## config.mk

```make
export PLATFORM = sky130hd
export DESIGN_NAME = arb_mux4
export DESIGN_NICKNAME = d
export VERILOG_FILES = /design/src/rtl/arb_mux4.sv
export SDC_FILE = /design/constraint.sdc
export NUM_CORES = 1
export LEC_CHECK = 0
export ABC_AREA = 1
export CAP_MARGIN = 15
export CORE_MARGIN = 3
export CORE_UTILIZATION = 34
export DETAILED_ROUTE_END_ITERATION = 10
export PLACE_DENSITY = 0.79
export SYNTH_ARGS = -nofsm -noshare
export SYNTH_HDL_FRONTEND = slang
export SYNTH_SLANG_ARGS = --single-unit
export TNS_END_PERCENT = 30
```

## constraint.sdc

```tcl
create_clock -name clk -period 1.87 [get_ports clk]
set_input_delay 0.2805 -clock clk [delete_from_list [all_inputs] [get_ports clk]]
set_output_delay 0.2805 -clock clk [all_outputs]
set_load 0.01 [all_outputs]
```

## src/rtl/arb_mux4.sv

```systemverilog
// Four-requester round-robin arbiter that steers a shared 4:1 mux of requester
// words into one output register with a valid/ready handshake.
module arb_mux4 #(
    parameter int WIDTH = 32
) (
    input  logic             clk,
    input  logic             reset,
    input  logic [3:0]       req,
    input  logic [WIDTH-1:0] a,
    input  logic [WIDTH-1:0] b,
    input  logic [WIDTH-1:0] c,
    input  logic [WIDTH-1:0] d,
    output logic [3:0]       gnt,
    output logic             s0,
    output logic             s1,
    output logic [WIDTH-1:0] out_data,
    output logic             out_valid,
    input  logic             out_ready
);

    // Output handshake: a word moves to the consumer on a rising edge where
    // out_valid and out_ready are both 1; out_data is stable while out_valid
    // is 1 and out_ready is 0.
    logic [1:0]       ptr_q, ptr_d;
    logic [1:0]       sel_q, sel_d;
    logic [WIDTH-1:0] out_data_q, out_data_d;
    logic             out_valid_q, out_valid_d;

    logic             load_en;
    logic             win;
    logic [1:0]       win_idx;
    logic [1:0]       scan_idx;
    logic [1:0]       mux_sel;
    logic [WIDTH-1:0] mux_ab, mux_cd, mux_out;

    assign load_en = !out_valid_q || out_ready;

    // Rotating priority scan starting at ptr_q; reset suppresses any grant.
    always_comb begin
        win      = 1'b0;
        win_idx  = 2'd0;
        scan_idx = 2'd0;
        for (int k = 0; k < 4; k++) begin
            scan_idx = ptr_q + 2'(k);
            if (!win && req[scan_idx]) begin
                win     = 1'b1;
                win_idx = scan_idx;
            end
        end
        if (!load_en || reset) begin
            win = 1'b0;
        end
    end

    always_comb begin
        gnt     = 4'b0000;
        mux_sel = sel_q;
        if (win) begin
            gnt          = 4'b0000;
            gnt[win_idx] = 1'b1;
            mux_sel      = win_idx;
        end
    end

    assign s0 = mux_sel[0];
    assign s1 = mux_sel[1];

    // Two-level mux2 tree: s0 picks within each pair, s1 picks the pair.
    assign mux_ab  = s0 ? b : a;
    assign mux_cd  = s0 ? d : c;
    assign mux_out = s1 ? mux_cd : mux_ab;

    always_comb begin
        ptr_d       = ptr_q;
        sel_d       = sel_q;
        out_data_d  = out_data_q;
        out_valid_d = out_valid_q;
        if (win) begin
            out_data_d  = mux_out;
            out_valid_d = 1'b1;
            ptr_d       = win_idx + 2'd1;
            sel_d       = win_idx;
        end else if (load_en) begin
            out_valid_d = 1'b0;
        end
    end

    always_ff @(posedge clk) begin
        if (reset) begin
            ptr_q       <= 2'd0;
            sel_q       <= 2'd0;
            out_data_q  <= '0;
            out_valid_q <= 1'b0;
        end else begin
            ptr_q       <= ptr_d;
            sel_q       <= sel_d;
            out_data_q  <= out_data_d;
            out_valid_q <= out_valid_d;
        end
    end

    assign out_data  = out_data_q;
    assign out_valid = out_valid_q;

endmodule
```

==> reports/qor.yml, run 1 <==
drt:
  drc: 0
  routed_wl_um: 12700
  ant_nets: 0
  drt-pass1-iter-count: 5
  drt-initial-drc-count: 133
  vias_per_cell: 5.30
  wl_per_cell_um: 16.5
  vias: 4079
sta:
  slew_headroom_pct: 79.6
  finalCritPeriodShare_pct: 130
  rsz0062_at_grt: "true"
  maxSlewViolCount: 0
  hold_violations: 0
  setup_ws_ns: -0.567
  min_period_ns: 2.44
  skew_ns: 0.0117
  setup_viol: 42
  worst_slew_pin_slew_ns: 0.306
  fmax_mhz: 410
clocking:
  cts_buffers: 5
  insertion_delay_ns: 0.28
  cts_buffer_depth: 2
  cts_root_buffer: "clkbuf_8"
  cts_tree: "built"
  cts_sinks: 37
  cts_hold_buf: 0
  cts_max_level: 2
  clk_pin_slew_ns: 0.07
yosys:
  synth-simple-area-share_pct: 57.6
  syn_inst: 476
  synth_warnings: 0
  yosys.area.top_type: "nand3_1"
  synthesis.nets: 615
  synth_top_family_by_area: "simple AND/OR/NAND/NOR gates"
  postSynth.asyncResetShare_pct: 0
  synthAdderAreaFrac_pct: 1.76
  synth_area_leaders: "nand3_1 (34%), dfxtp_1 (26%), nand2_1 (18%), buf_6 (4.0%), inv_1 (3.4%)"
  synth_cell_types: 25
  synth_edf_count: 0
  synth_area_per_cell_um2: 5.98
  netlist_area_um2: 2850
  synth_xor_area_share_pct: 0
  synth_compound_area_share_pct: 1.36
  yosys_most_used_dff: "dfxtp_1"
  synth-seq-cells: 37
  synth_top_area_share_pct: 33.9
  synth.area.mux_share_pct: 0
  yosysSeqAreaShare_pct: 26.0
final_layout:
  fill_cells: 656
  layout.nets: 806
  drive_gt1_share_pct: 24.3
  final_core_util_pct: 70.5
  area.growth.synth_to_final_pct: 96.4
  stdcell_area_um2: 5590
  antennaDiodeCount: 0
placed_design:
  gp_congestion: 0.923
  dp_hpwl_um: 8230
  pre_cts_ws_ns: -0.938
  dpl_cell_area_um2: 4740
  port_buffers: 173
critical_path:
  worst_path_most_repeated_cell: "nand2_2"
  crit_slowest_cell: "dfxtp_4"
  required_ns: 1.59
  critPathTopFamily: "simple AND/OR/NAND/NOR gates"
  path_buf_inv: 6
  start_kind: "flop"
  critPathKind: "reg2out"
  reg2reg_to: "out_data[13]"
  arrival_ns: 2.16
  crit_path_end_kind: "output port"
  reg2regPathDepth: 20
  regToRegSetupSlack_ns: -0.55
  cp_max_fo: 8
  r2r-start: "ptr_q[0]"
  max_stage_delay_ns: 0.36
  path_cells: "buf_12, inv_16, nand2_4, nand2_4, inv_2, nand2_1, nand2_1, nand2_2, nand2_2, nand2_2, nand2_2, a21oi_4, buf_6, ha_4, inv_2, nor2_1, buf_2"
hold_path:
  hold_end: "out_data[5]"
  hp-class: "reg2reg"
  hp-start: "out_data[5]"
  holdPathStages: 2
power:
  switching_share_pct: 45.9
  pwr-share-seq_pct: 18.2
  p_sw_mw: 3.39
  clkPwrFrac_pct: 7.2
  combPwrFrac_pct: 74.6
  p_leak_nw: 2.51
  ir_drop_mv: 0.601
  internal_power_mw: 4.00
  p_per_area_nw_per_um2: 1320
outcome:
  failed_checks: "negative setup slack"
  status: "complete, but fails checks"
global_route:
  grt_pass1_vias: 3975
  antenna_found_initial: 0
  grt_usage_pct: 23.1
  grt_max_degree: 39
  grt_overflow: 0
  grt_pass1_wl_um: 18500
floorplan:
  num_io_pins: 174
  die_h_um: 97.5
  fp.dieArea_um2: 9510
  core_area_um2: 7930
  initial_core_util_pct: 35.9
  dieWidth_um: 97.5
  rows: 32
flow_run:
  cap_viol_max_count: 0
-- placed cells by master, fill, tap and decap left out, types with 6 or more instances in the layout --
| cell type | count |
|---|---|
| nand3_2 | 30 |
| nand3_1 | 157 |
| clkdlybuf4s50_1 | 163 |
| dfxtp_1 | 35 |
| nand2_4 | 16 |
| buf_6 | 11 |
| inv_2 | 6 |
| nor2_1 | 7 |
| inv_1 | 22 |
| nand2_2 | 23 |
| nand2_1 | 107 |
| buf_4 | 26 |
| nand3_4 | 7 |
| buf_12 | 8 |
-- Yosys cell counts, types with 3 or more instances --
cell and number:
nand2_2 7, buf_6 10, nor2_1 9, ha_1 4, nand2_1 140, o21ai_0 3
buf_4 5, dfxtp_1 37, nand3_1 193, nand3b_1 3, buf_1 3, inv_2 4
clkbuf_1 6, a21oi_1 3, inv_1 26, buf_2 14
-- per-stage QoR --
stage / TNS [ns] / std cells / hold slack [ns] / total power [mW]
CTS: -16.16 / 764 / 0.473 / 6.50
detailed placement: -30.80 / 744 / 0.462 / 5.45
finish: -17.25 / 770 / 0.470 / 7.40
global placement: -26.15 / 744 / 0.456 / 5.35
floorplan: 0 / 476 / 0.350 / 3.73
global route: -21.73 / 770 / 0.489 / 7.92
-- power by group through the flow --
stage / Combinational [mW] / Clock, mW / Sequential (mW)
after floorplan: 2.24 / 0 / 1.49
after global placement: 4.01 / 0 / 1.33
after detailed placement: 4.11 / 0 / 1.34
after CTS: 4.61 / 0.557 / 1.33
after global routing: 5.94 / 0.587 / 1.39
final: 5.52 / 0.536 / 1.34
-- layout make-up --
| cell class | count | area, µm² | share of cell area, % |
|---|---|---|---|
| multi-input combinational | 369 | 2210 | 39.6 |
| tap | 102 | 128 | 2.28 |
| clock buffer | 7 | 76.3 | 1.36 |
| timing repair buffer | 222 | 2280 | 40.8 |
| inverter | 32 | 141 | 2.53 |
| sequential | 37 | 746 | 13.3 |
| clock inverter | 1 | 7.51 | 0.134 |
-- timing repair --
action | 4_1_cts | 5_1_grt
endpoints found under the setup margin | 42 | 42
pin swaps | 19 | 36
gates cloned | 1 | 4
buffers inserted | 11 | 4
resized for setup | 66 | 110
-- layer usage --
layer  vias to the layer above  GRT usage (%)  share of wire [%]
met5                         -              0                  0
met4                         0           8.95                2.0
met3                        23           5.81                7.6
met2                       178           41.6                 53
met1                      1926           25.8                 38
li1                       1952              -                  -
-- flip-flops by register name (all words and copies together), names as in the netlist --
| signal | flops |
|---|---|
| out_valid | 1 |
| sel_q | 2 |
| out_data | 32 |
| ptr_q | 2 |
-- how the worst max path moves through the flow --
stage / start / endpoint / slack (ns) / cells past startpoint
after floorplan: ptr_q[0] / s0 / 0.01 / 14
after global placement: req[0] / gnt[1] / -0.81 / 13
after detailed placement: req[3] / gnt[1] / -0.94 / 12
after CTS: ptr_q[0] / gnt[3] / -0.46 / 14
after global routing: ptr_q[0] / gnt[3] / -0.68 / 17
final: ptr_q[0] / gnt[3] / -0.57 / 17
-- worst register-to-register path, delay by kind of cell, from the launching register on --
| family | cells | cell delay (ns) |
|---|---|---|
| AND/OR/NAND/NOR | 13 | 1.02 |
| buffers and inverters | 6 | 0.71 |
| flip-flops | 1 | 0.37 |
| AO/OA/AOI/OAI | 1 | 0.22 |
-- cell families (layout without fill, tap and decap cells) --
kind of cell / after synthesis / in the layout
flip-flops: 37 / 37
AND/OR/NAND/NOR: 358 / 358
buffers and inverters: 70 / 262
AO/OA/AOI/OAI: 7 / 7
adder cells (fa/ha/maj): 4 / 4
Note: power is estimated with default switching activity, not from simulation.
==> run 2, diff against run 1 <==
CORE_UTILIZATION = 38   (was 34)
PLACE_DENSITY = 0.83   (was 0.79)
clock period = 2.3 ns   (was 1.87 ns; I/O delays follow)
==> run 2 against run 1 <==
Die area is 9.9% lower. Largest cell class unchanged. Highest routed layer unchanged. Cell count fell by 0.91%. Worst setup slack better by 0.44 ns. Routed wire length is 2.3% higher. Global-route usage rose by 3.2 points. Critical path depth is 1 lower. Clock skew shrank 0.0076 ns. Via count is 3.3% higher. The flow still finishes with violations (negative setup slack). Core utilization is 6.2 points higher. Critical endpoint is now gnt[2].
==> reports/qor.yml, run 2 (synthesis gave the netlist of run 1 again) <==
clocking:
  cts_buffers: 5  # unchanged
  cts_buffer_depth: 2  # unchanged
  cts_root_buffer: "clkbuf_8"
  cts_max_level: 2  # unchanged
  cts_tree: "built"
  cts_sinks: 37  # unchanged
  insertion_delay_ns: 0.28  # about the same
  cts_hold_buf: 0  # unchanged
  clk_pin_slew_ns: 0.07  # about the same
drt:
  drt-pass1-iter-count: 5  # unchanged
  drt-initial-drc-count: 243  # +83%
  routed_wl_um: 13000  # +2.3%
  ant_nets: 0  # unchanged
  drc: 0  # unchanged
  wl_per_cell_um: 17.0  # +3.3%
  vias: 4214  # +3.3%
  vias_per_cell: 5.52  # +4.3%
global_route:
  grt_overflow: 0  # unchanged
  grt_pass1_vias: 3881  # -2.4%
  grt_usage_pct: 26.2  # +3.2 points
  antenna_found_initial: 0  # unchanged
  grt_pass1_wl_um: 18400  # -0.52%
  grt_max_degree: 37  # -5.1%
floorplan:
  num_io_pins: 174  # unchanged
  initial_core_util_pct: 40.6  # +4.6 points
  dieWidth_um: 92.6  # -5.1%
  rows: 30  # -6.3%
  die_h_um: 92.6  # -5.1%
  core_area_um2: 7020  # -11%
  fp.dieArea_um2: 8570  # -9.9%
final_layout:
  final_common_cell: "nand3_1"
  antennaDiodeCount: 0  # unchanged
  area.growth.synth_to_final_pct: 89.2
  layout.nets: 805  # -0.12%
  drive_gt1_share_pct: 21.7  # -2.5 points
  largest_register_ffs: 32  # unchanged
  layout_common_cells: "nand3_1 (172), clkdlybuf4s50_1 (163), nand2_1 (112)"
placed_design:
  port_buffers: 173  # unchanged
  pre_cts_ws_ns: -0.627  # +0.312 ns
  gp_congestion: 0.825  # -11%
  dp_hpwl_um: 8140  # -1.0%
sta:
  whs_ns: 0.470  # +0.000579 ns
  rsz0062_at_grt: "true"
  slew_headroom_pct: 73.1  # -6.4 points
  min_period_ns: 2.43
  hold_violations: 0  # unchanged
  skew_ns: 0.00413  # -0.00756 ns
  fmax_mhz: 411
  setup_viol: 36  # -14%
  finalCritPeriodShare_pct: 106
  setup_ws_ns: -0.132  # +0.435 ns
  maxSlewViolCount: 0  # unchanged
  fin_tns_setup_ns: -1.90  # +15.35 ns
  worst_slew_pin_slew_ns: 0.403  # +0.0965 ns
outcome:
  status: "complete, but fails checks"
  failed_checks: "negative setup slack"
critical_path:
  critPathKind: "reg2out"
  arrival_ns: 2.09  # -0.07 ns
  reg2regPathDepth: 17  # -15%
  cp_max_fo: 6  # -2
  required_ns: 1.96  # +0.37 ns
  start_kind: "flop"
  crit_path_end_kind: "output port"
power:
  p_per_area_nw_per_um2: 1120  # -15%
  ir_drop_mv: 0.429  # -29%
  p_leak_nw: 2.44  # -2.9%
hold_path:
  hp-class: "reg2reg"
  holdPathStages: 2  # unchanged
flow_run:
  cap_viol_max_count: 0  # unchanged
run 2: path summary, 6_finish.rpt:
kind,end,slack (ns),from
max,gnt[2],-0.13,ptr_q[0]
min,out_data[22],0.47,out_data[22]
max reg2reg,out_data[9],-0.11,ptr_q[0]
min reg2reg,out_data[22],0.47,out_data[22]
run 2: final cells by class:
type	instances	area, µm²
clock buffers	7	86.3
clock inverters	1	30.0
fillers	492	1630
inverters	32	135
multi-input cells	369	2060
flip-flops and latches	37	746
well taps	96	120
repair buffers	221	2210
run 2: through the flow:
stage	total power, mW	instances	instance area (µm²)	util [%]
after global placement	4.39	738	4770	67.9
after floorplan	3.03	476	2850	-
final	6.05	763	5390	76.8
after global routing	6.41	763	5390	76.8
after CTS	5.26	753	5010	71.4
after detailed placement	4.48	738	4770	67.9
run 2: where the power goes:
group	switching [mW]	internal, mW	total, mW
Combinational	2.33	2.02	4.36
Sequential	0.180	0.936	1.12
Clock	0.221	0.354	0.575
Total	2.73	3.31	6.05
run 2: repair_timing:
action / 4_1_cts / 5_1_grt
setup endpoints to repair: 38 / 38
pin swaps: 18 / 30
gates resized for setup: 64 / 64
buffers inserted: 8 / 7
gates cloned: 0 / 3
hold endpoints to repair: 0 / 0
run 2: metal layers:
layer  routed length, µm  track usage, %  vias to the layer above  share of wire, %
met5                   0               0                        -                 0
met4                 405            8.29                        0               3.1
met3                1310            8.45                       40                10
met2                6570            47.8                      259                51
met1                4690            28.6                     1961                36
li1                    -               -                     1954                 -
run 2: worst max-delay path: stages (launching register included):
cell,delay [ns]
dfxtp_4,0.39
buf_6,0.14
nand2_2,0.06
nand2_2,0.08
nand2_2,0.08
nand2_2,0.05
nand2_2,0.08
nand2_2,0.07
nand2_2,0.07
nand2_2,0.07
a21oi_2,0.15
buf_4,0.15
inv_4,0.04
ha_4,0.15
inv_2,0.05
nor2_2,0.03
buf_2,0.13
==> run 3, diff against run 2 <==
RECOVER_POWER = 25   (was unset)
==> run 3 against run 2 <==
The run still ends with negative setup slack left. Flip-flop and latch count is the same. Sequential power is essentially flat. Worst setup slack worse by 0.0025 ns. First-iteration DRC count rose by 14%. Clock skew is essentially flat. Critical path depth unchanged. Register-to-register slack about the same. Non-clock buffer count stayed put. Maximum frequency fell by 0.10%. Clock power about the same. Hold slack worse by 0.00096 ns. Combinational power hardly changed. Largest cell class unchanged. Largest power group unchanged.
==> reports/qor.yml, run 3 (synthesis gave the netlist of run 1 again) <==
power:
  internal_power_mw: 3.29  # -0.78%
  p_per_area_nw_per_um2: 1120  # -0.53%
  clkPwrFrac_pct: 9.5  # about the same
  p_leak_nw: 2.46  # +0.61%
  combPwrFrac_pct: 72.0  # about the same
  p_total_mw: 6.01  # -0.53%
  switching_share_pct: 45.3  # +0.14 points
  pwr-share-seq_pct: 18.5  # about the same
  ir_drop_mv: 0.429  # about the same
  p_sw_mw: 2.73  # -0.22%
drt:
  vias: 4194  # -0.47%
  drt-initial-drc-count: 278  # +14%
  drc: 0  # unchanged
  routed_wl_um: 13000  # +0.48%
  wl_per_cell_um: 17.1  # +0.48%
  drt-pass1-iter-count: 5  # unchanged
  ant_nets: 0  # unchanged
  vias_per_cell: 5.50  # -0.47%
flow_run:
  cap_viol_max_count: 0  # unchanged
placed_design:
  gp_congestion: 0.825  # unchanged
  dp_hpwl_um: 8140  # unchanged
  dpl_cell_area_um2: 4770  # unchanged
  port_buffers: 173  # unchanged
floorplan:
  fp.dieArea_um2: 8570  # unchanged
  initial_core_util_pct: 40.6  # unchanged
  num_io_pins: 174  # unchanged
  core_area_um2: 7020  # unchanged
  rows: 30  # unchanged
  dieWidth_um: 92.6  # unchanged
  die_h_um: 92.6  # unchanged
clocking:
  cts_max_level: 2  # unchanged
  insertion_delay_ns: 0.28  # about the same
  cts_buffer_depth: 2  # unchanged
  cts_buffers: 5  # unchanged
  cts_hold_buf: 0  # unchanged
  clk_pin_slew_ns: 0.07  # about the same
  cts_root_buffer: "clkbuf_8"
  cts_sinks: 37  # unchanged
  cts_tree: "built"
global_route:
  grt_pass1_wl_um: 18400  # unchanged
  grt_pass1_vias: 3881  # unchanged
  antenna_found_initial: 0  # unchanged
  grt_max_degree: 37  # unchanged
  grt_overflow: 0  # unchanged
  grt_usage_pct: 26.2  # unchanged
final_layout:
  stdcell_area_um2: 5390  # unchanged
  layout.nets: 805  # unchanged
  drive_gt1_share_pct: 21.7  # unchanged
  largest_register_ffs: 32  # unchanged
  area.growth.synth_to_final_pct: 89.2  # unchanged
  final_core_util_pct: 76.8  # unchanged
  final_common_cell: "nand3_1"
  layout_common_cells: "nand3_1 (172), clkdlybuf4s50_1 (154), nand2_1 (112)"
  fill_cells: 492  # unchanged
  antennaDiodeCount: 0  # unchanged
sta:
  maxSlewViolCount: 0  # unchanged
  setup_ws_ns: -0.134  # -0.00249 ns
  rsz0062_at_grt: "true"
  fmax_mhz: 411  # -0.10%
  worst_slew_pin_slew_ns: 0.401  # -0.00166 ns
  slew_headroom_pct: 73.2  # +0.11 points
  whs_ns: 0.469  # -0.000964 ns
  finalCritPeriodShare_pct: 106  # +0.11 points
  setup_viol: 36  # unchanged
  fin_tns_setup_ns: -1.99  # -0.0842 ns
  skew_ns: 0.00399  # -0.000144 ns
  min_period_ns: 2.43  # +0.00249 ns
  hold_violations: 0  # unchanged
critical_path:
  cp_max_fo: 6  # unchanged
  crit_slowest_cell: "dfxtp_4"
  required_ns: 1.96  # about the same
  critPathKind: "reg2out"
  arrival_ns: 2.09  # about the same
  max_stage_delay_ns: 0.39  # about the same
  worst_path_most_repeated_cell: "nand2_2"
  path_cells: "buf_6, nand2_2, nand2_2, nand2_2, nand2_2, nand2_2, nand2_2, nand2_2, nand2_2, a21oi_2, buf_4, inv_4, ha_4, inv_2, nor2_2, buf_2"
  start_kind: "flop"
  crit_path_end_kind: "output port"
outcome:
  failed_checks: "negative setup slack"
  status: "complete, but fails checks"
hold_path:
  hp-class: "reg2reg"
-- run 3: changes by cell type in the layout (fill, tap and decap cells not counted) --
| cell | before | now |
|---|---|---|
| clkdlybuf4s50_1 | 163 | 154 |
| dlygate4sd3_1 | 0 | 9 |
-- run 3: path summary, 6_finish.rpt --
check	cells past startpoint	startpoint	slack, ns	to
max	16	ptr_q[0]	-0.13	gnt[2]
min	2	out_data[22]	0.47	out_data[22]
max reg2reg	17	ptr_q[0]	-0.11	out_data[9]
min reg2reg	2	out_data[22]	0.47	out_data[22]
-- run 3: stage by stage --
stage / setup WS, ns / instances
after global placement: -0.531 / 738
final: -0.134 / 763
after detailed placement: -0.627 / 738
after CTS: -0.0382 / 753
after floorplan: 0.376 / 476
after global routing: -0.216 / 763
-- run 3: cell type report --
cell class	count	area, µm²	share of cell area (%)
repair buffers	221	2210	41.0
well taps	96	120	2.23
multi-input cells	369	2060	38.3
inverters	32	135	2.51
clock inverters	1	30.0	0.557
clock buffers	7	86.3	1.60
flip-flops and latches	37	746	13.8
-- run 3: routing by layer --
layer  GRT usage, %  wire length (µm)
met4           8.29               455
met2           47.8              6570
met3           8.45              1370
met1           28.6              4650
met5              0                 0
-- run 3: what timing repair did --
action / CTS / global route
buffers inserted: 8 / 7
gates cloned: 0 / 3
resized for setup: 64 / 64
pin swaps: 18 / 30
endpoints found under the setup margin: 38 / 38
-- run 3: power by group through the flow --
stage / combinational [mW] / clock, mW / sequential [mW]
after floorplan: 1.82 / 0 / 1.21
after global placement: 3.31 / 0 / 1.08
after detailed placement: 3.38 / 0 / 1.10
after CTS: 3.58 / 0.584 / 1.10
after global routing: 4.63 / 0.612 / 1.14
final: 4.33 / 0.574 / 1.11
-- run 3: critical path: cells and delay by family, from the launching register on --
kind,cells,cell delay [ns]
AND/OR/NAND/NOR,9,0.60
buffers and inverters,5,0.51
flip-flops,1,0.39
AO/OA/AOI/OAI,1,0.15
adder cells (fa/ha/maj),1,0.15
